`src/rtl/banco_registros_pkg.sv`:
```
// Shared MIPS datapath constants and types.
// Used by the WB stage, the ID stage and the register file.
package pkg_mips;

  localparam int DATA_W   = 32;
  localparam int NUM_REGS = 32;
  localparam int ADDR_W   = 5;

  localparam logic [ADDR_W-1:0] REG_ZERO = 5'd0;

  typedef logic [ADDR_W-1:0] reg_idx_t;
  typedef logic [DATA_W-1:0] word_t;

endpackage

```
`src/rtl/banco_registros_if.sv`:
```
// Write-back and read-port bundle of the register file.
// master: WB/ID side, slave: banco_registros.
interface banco_registros_if;
  import pkg_mips::*;

  logic     reg_write_in;
  reg_idx_t rd_in;
  word_t    dato_escribir_in;
  reg_idx_t rs_addr;
  reg_idx_t rt_addr;
  word_t    rs_data;
  word_t    rt_data;
  logic     escritura_valida;

  modport master (
    output reg_write_in, rd_in, dato_escribir_in,
    output rs_addr, rt_addr,
    input  rs_data, rt_data, escritura_valida
  );

  modport slave (
    input  reg_write_in, rd_in, dato_escribir_in,
    input  rs_addr, rt_addr,
    output rs_data, rt_data, escritura_valida
  );

endinterface

```
`src/rtl/banco_registros_puerto_lectura.sv`:
```
// One combinational read port: $zero check, reset gate
// and the WB->ID write-through bypass mux.
module puerto_lectura #(
  parameter int DATA_W    = 32,
  parameter int ADDR_W    = 5,
  parameter int BYPASS_EN = 1
) (
  input  logic              rst_n,
  input  logic [ADDR_W-1:0] addr,
  input  logic [DATA_W-1:0] stored,
  input  logic              wr_eff,
  input  logic [ADDR_W-1:0] rd,
  input  logic [DATA_W-1:0] wdata,
  output logic [DATA_W-1:0] data
);

  // stored value, overridden by bypass, forced 0 by $zero/reset
  always_comb begin
    data = stored;
    if (BYPASS_EN != 0 && wr_eff && rd == addr)
      data = wdata;
    if (!rst_n || addr == '0)
      data = '0;
  end

endmodule

```
`src/rtl/banco_registros.sv`:
```
// MIPS 32x32 register file, two read ports, one write port.
// Optional BANCO_REGISTROS_CONTADOR_EN adds num_escrituras.
module banco_registros #(
  parameter int DATA_W    = pkg_mips::DATA_W,
  parameter int NUM_REGS  = pkg_mips::NUM_REGS,
  parameter int ADDR_W    = pkg_mips::ADDR_W,
  parameter int BYPASS_EN = 1
) (
  input  logic               clk,
  input  logic               rst_n,
  banco_registros_if.slave   bus
`ifdef BANCO_REGISTROS_CONTADOR_EN
  ,
  output logic [31:0]        num_escrituras
`endif
);
  import pkg_mips::*;

  logic [DATA_W-1:0] regs [NUM_REGS];
  logic              wr_eff;

  assign wr_eff = bus.reg_write_in &&
                  (bus.rd_in != REG_ZERO);

  // register array; entry 0 is never written
  always_ff @(posedge clk or negedge rst_n) begin
    if (!rst_n) begin
      for (int i = 0; i < NUM_REGS; i++)
        regs[i] <= '0;
    end else if (wr_eff) begin
      regs[bus.rd_in] <= bus.dato_escribir_in;
    end
  end

  // flags an effective write on the last edge
  always_ff @(posedge clk or negedge rst_n) begin
    if (!rst_n)
      bus.escritura_valida <= 1'b0;
    else
      bus.escritura_valida <= wr_eff;
  end

`ifdef BANCO_REGISTROS_CONTADOR_EN
  logic [31:0] contador;

  // saturating count of effective writes
  always_ff @(posedge clk or negedge rst_n) begin
    if (!rst_n)
      contador <= '0;
    else if (wr_eff && contador != 32'hFFFF_FFFF)
      contador <= contador + 32'd1;
  end

  assign num_escrituras = contador;
`endif

  puerto_lectura #(
    .DATA_W    (DATA_W),
    .ADDR_W    (ADDR_W),
    .BYPASS_EN (BYPASS_EN)
  ) u_rs (
    .rst_n  (rst_n),
    .addr   (bus.rs_addr),
    .stored (regs[bus.rs_addr]),
    .wr_eff (wr_eff),
    .rd     (bus.rd_in),
    .wdata  (bus.dato_escribir_in),
    .data   (bus.rs_data)
  );

  puerto_lectura #(
    .DATA_W    (DATA_W),
    .ADDR_W    (ADDR_W),
    .BYPASS_EN (BYPASS_EN)
  ) u_rt (
    .rst_n  (rst_n),
    .addr   (bus.rt_addr),
    .stored (regs[bus.rt_addr]),
    .wr_eff (wr_eff),
    .rd     (bus.rd_in),
    .wdata  (bus.dato_escribir_in),
    .data   (bus.rt_data)
  );

endmodule
```
`src/flat_wrapper.sv`:
```
// flat-port wrapper written by rule: the top's interface ports become plain ports
module banco_registros_flat import pkg_mips::*;
#(
  parameter int DATA_W    = pkg_mips::DATA_W,
  parameter int NUM_REGS  = pkg_mips::NUM_REGS,
  parameter int ADDR_W    = pkg_mips::ADDR_W,
  parameter int BYPASS_EN = 1
)
  (clk, rst_n, bus_reg_write_in, bus_rd_in, bus_dato_escribir_in, bus_rs_addr, bus_rt_addr, bus_rs_data, bus_rt_data, bus_escritura_valida);
  banco_registros_if bus_i ();
  input  logic clk;
  input  logic rst_n;
  input wire logic [$bits(bus_i.reg_write_in)-1:0] bus_reg_write_in;
  input wire logic [$bits(bus_i.rd_in)-1:0] bus_rd_in;
  input wire logic [$bits(bus_i.dato_escribir_in)-1:0] bus_dato_escribir_in;
  input wire logic [$bits(bus_i.rs_addr)-1:0] bus_rs_addr;
  input wire logic [$bits(bus_i.rt_addr)-1:0] bus_rt_addr;
  output wire logic [$bits(bus_i.rs_data)-1:0] bus_rs_data;
  output wire logic [$bits(bus_i.rt_data)-1:0] bus_rt_data;
  output wire logic [$bits(bus_i.escritura_valida)-1:0] bus_escritura_valida;
  assign bus_i.reg_write_in = bus_reg_write_in;
  assign bus_i.rd_in = bus_rd_in;
  assign bus_i.dato_escribir_in = bus_dato_escribir_in;
  assign bus_i.rs_addr = bus_rs_addr;
  assign bus_i.rt_addr = bus_rt_addr;
  assign bus_rs_data = bus_i.rs_data;
  assign bus_rt_data = bus_i.rt_data;
  assign bus_escritura_valida = bus_i.escritura_valida;
  banco_registros #(.DATA_W(DATA_W), .NUM_REGS(NUM_REGS), .ADDR_W(ADDR_W), .BYPASS_EN(BYPASS_EN)) u_core (.clk(clk), .rst_n(rst_n), .bus(bus_i));
endmodule
```
`config.mk`:
```
export PLATFORM = sky130hd
export DESIGN_NAME = banco_registros_flat
export DESIGN_NICKNAME = d
export VERILOG_FILES = /design/src/rtl/banco_registros_pkg.sv /design/src/rtl/banco_registros_if.sv /design/src/rtl/banco_registros_puerto_lectura.sv /design/src/rtl/banco_registros.sv /design/src/flat_wrapper.sv
export SDC_FILE = /design/constraint.sdc
export NUM_CORES = 2
export LEC_CHECK = 0
export CORE_ASPECT_RATIO = 1.1
export CORE_MARGIN = 8
export CORE_UTILIZATION = 65
export CTS_CLUSTER_SIZE = 14
export DETAILED_ROUTE_END_ITERATION = 8
export GPL_TIMING_DRIVEN = 0
export PLACE_DENSITY = 0.87
export SYNTH_ARGS = -nofsm -noshare
export SYNTH_HDL_FRONTEND = slang
export SYNTH_SLANG_ARGS = --single-unit
```
`constraint.sdc`:
```
create_clock -name clk -period 10.5 [get_ports clk]
set_input_delay 3.15 -clock clk [delete_from_list [all_inputs] [get_ports clk]]
set_output_delay 3.15 -clock clk [all_outputs]
set_load 0.02 [all_outputs]
```
==> key figures <==
Floorplan
  – Chip Width: 294 µm
  – Die Height: 322 µm
  – Die area: 94700 µm²
  – I/O pins: 115
  – Core Area: 84600 µm²
  – Number of core rows: 112
  – Initial Util: 65.4%

Timing
  – Tightest Pin Transition: 1.58 ns
  – Max Transition Viols Final: 11
  – Worst Skew: 0 ns
  – Crit path time final: 10.64 ns
  – Hold Fails Final Rpt: 0
  – F_max: 94.0 MHz
  – Slew headroom: -5.39%
  – RSZ-0062 raised after global routing: no
  – Setup TNS: -0.404 ns
  – Final Worst Setup Slack: -0.142 ns
  – Fin crit share: 101%
  – Setup violators final: 9

Detailed routing
  – First-pass detailed-route iteration total: 6
  – Initial DRC Count: 6069
  – Remaining DRCs: 0
  – DR WL/cell: 38.1 µm
  – Vias/cell: 7.90
  – Final WL: 203 mm
  – Post-route ant nets: 0
  – Via count: 42000

Synth
  – Post-Synthesis Cells: 3866
  – Post-synth ARST share: 100%
  – Synth Flop Type: dfrtp_1
  – Yosys warns: 0
  – Distinct cells, synth: 44
  – Synthesized cell area: 55300 µm²
  – EDFF count, synth: 0
  – Avg Cell Area, Syn: 14.3 µm²
  – Seq/Total Area, Yosys: 46.4%
  – #FFs+latches synth: 1025
  – Syn nets: 3916

Cells and area
  – Fraction of layout cells with a size suffix above 1: 40.3%
  – Final Core Density: 72.6%
  – Commonest non-fill, non-tap cell in the layout: dfrtp_1
  – Cell area after layout: 61400 µm²
  – Nets: 4135
  – Fillcell total: 5440
  – Commonest non-fill, non-tap cells in the layout: 1025 x dfrtp_1, 953 x mux2_2, 352 x mux4_2, 352 x mux2i_1, 260 x clkbuf_1
  – Area grow syn2layout: 11.0%

Global routing
  – GR Overflow Total: 0
  – Antenna violations before repair: 8
  – GRT Total Usage: 42.5%
  – Vias in the first global route: 43600
  – Pin count of the biggest net entering global routing: 167
  – First-pass GRT wire length: 291 mm

Critical path
  – Worst path cell trace: clkdlybuf4s50_1 > buf_2 > buf_2 > buf_1 > mux4_2 > a22oi_1 > nand2_1 > a221o_1 > clkdlybuf4s50_1
  – Critical Path AT: 7.49 ns
  – Max FO, Critical Path: 10
  – Setup CP Type: primary input to output port
  – Worst setup EP type: output port
  – CP peak stage delay: 0.93 ns
  – Required time worst endpoint: 7.35 ns
  – CP Launch Type: primary input
  – Critical path's slowest cell: buf_1

Status
  – Violations in the final reports: max-capacitance violations, max-slew violations, negative setup slack
  – Status: finished, violations left

CTS
  – Clock root buffer: clkbuf_16
  – Worst-Skew Late Latency: 0.72 ns
  – Hold_buf cts: 0
  – TritonCTS Buffers: 105
  – Clock Sinks: 1025
  – Htree depth: 3
  – Clock-pin transition on the worst setup and hold timing paths: 0.06 ns
  – Clock Tree Buf Depth: 3
  – CTS tree: built

Placement
  – IO buf count: 103
  – Final RePlAce weighted congestion: 1.01
  – Dpl hpwl: 133 mm
  – Post-DP Area: 58000 µm²

Power
  – Total power: 11.5 mW
  – VDD IR max: 0.175 mV
  – Power per cell area: 188 nW/µm²
  – P_leak: 27.1 nW

Min path
  – Hold Path Class: register to register

Flow run
  – Maximum capacitance violations: 2
[final timing paths]
| path | cells after the start | to | slack, ns | from |
|---|---|---|---|---|
| setup / recovery | 9 | bus_rs_data[10] | -0.14 | bus_rs_addr[1] |
| hold / removal | 1 | u_core.regs[1003] | 0.49 | u_core.regs[1003] |
| setup reg to reg | 1 | u_core.regs[277] | 9.63 | u_core.regs[277] |
| hold reg to reg | 1 | u_core.regs[1003] | 0.49 | u_core.regs[1003] |
| max in group asynchronous | 4 | u_core.regs[1018] | 5.79 | rst_n |
| min in group asynchronous | 1 | u_core.regs[421] | 2.40 | rst_n |
[per-stage QoR]
step	hold slack, ns	worst slack, ns	instances
finish	0.487	-0.142	5318
detailed placement	0.466	-0.0904	5116
global route	0.502	0.0420	5310
global placement	0.452	-44.27	5109
CTS	0.485	0.106	5309
floorplan	0.441	2.43	3866
[synth_stat cells, drive strengths merged (2+ instances only)]
cell type / count / area share (%)
a221oi: 160 / 2.5
a211o: 32 / 0.51
mux4: 352 / 14
o21ai: 32 / 0.29
nor4: 3 / 0.034
a211oi: 64 / 0.87
a221o: 32 / 0.58
nand4: 3 / 0.034
nor3: 4 / 0.045
a22oi: 96 / 1.3
nand4b: 3 / 0.047
nor2: 20 / 0.14
nor2b: 39 / 0.44
xnor2: 8 / 0.13
nand2b: 5 / 0.057
buf: 214 / 2.1
a21oi: 64 / 0.58
nor3b: 3 / 0.041
o21bai: 64 / 0.87
nand2: 46 / 0.31
inv: 3 / 0.020
mux2i: 352 / 6.4
clkbuf: 237 / 1.6
mux2: 992 / 20
dfrtp: 1025 / 46
and3: 2 / 0.023
o211ai: 2 / 0.027
xor2: 2 / 0.032
[power by group]
part | total [mW] | internal [mW] | switching, mW
Combinational | 2.51 | 1.35 | 1.16
Sequential | 5.31 | 4.70 | 0.605
Clock | 3.73 | 2.07 | 1.66
Total | 11.5 | 8.12 | 3.43
[final cells by class]
class	instances	area, µm²	share of cell area (%)
tap	1140	1430	2.32
clock inverter	36	300	0.489
buffer	451	2070	3.37
timing repair buffer	112	1270	2.07
multi-input combinational	2387	27600	45.0
sequential	1025	25600	41.8
inverter	3	11.3	0.0183
antenna	8	20.0	0.0326
clock buffer	156	3030	4.93
[cells by family after synthesis]
family | count (synthesis) | share of synthesized area [%]
AOI/OAI and AO/OA | 548 | 7.62
xor gates and xnor gates | 10 | 0.158
buffers and inverters | 454 | 3.72
DFF | 1025 | 46.4
muxes | 1696 | 40.9
and+or+nand+nor | 133 | 1.27
[repair_timing]
item | CTS | global route
cloned | 1 | 1
setup endpoints to repair | 16 | 27
gates resized for setup | 0 | 15
setup buffers | 0 | 0
[flip-flops by register name, indices dropped and copies added, names as in the netlist]
name                         cells
u_core.bus.escritura_valida      1
u_core.regs                   1024
[critical path, delay by kind of cell]
family	cells	cell delay, ns
AO/OA/AOI/OAI	2	0.67
AND/OR/NAND/NOR	1	0.21
multiplexers	1	0.46
buffers and inverters	5	2.96
[metal layers]
layer | up-vias | global-route usage, % | part of all wire [%] | wire length [µm]
li1 | 15500 | - | - | -
met1 | 21400 | 50.2 | 33 | 66700
met2 | 3872 | 59.5 | 42 | 85000
met3 | 1291 | 19.2 | 15 | 30100
met4 | 8 | 34.4 | 10 | 20400
met5 | - | 1.40 | 0.11 | 220
Note: power is estimated with default switching activity, not from simulation.
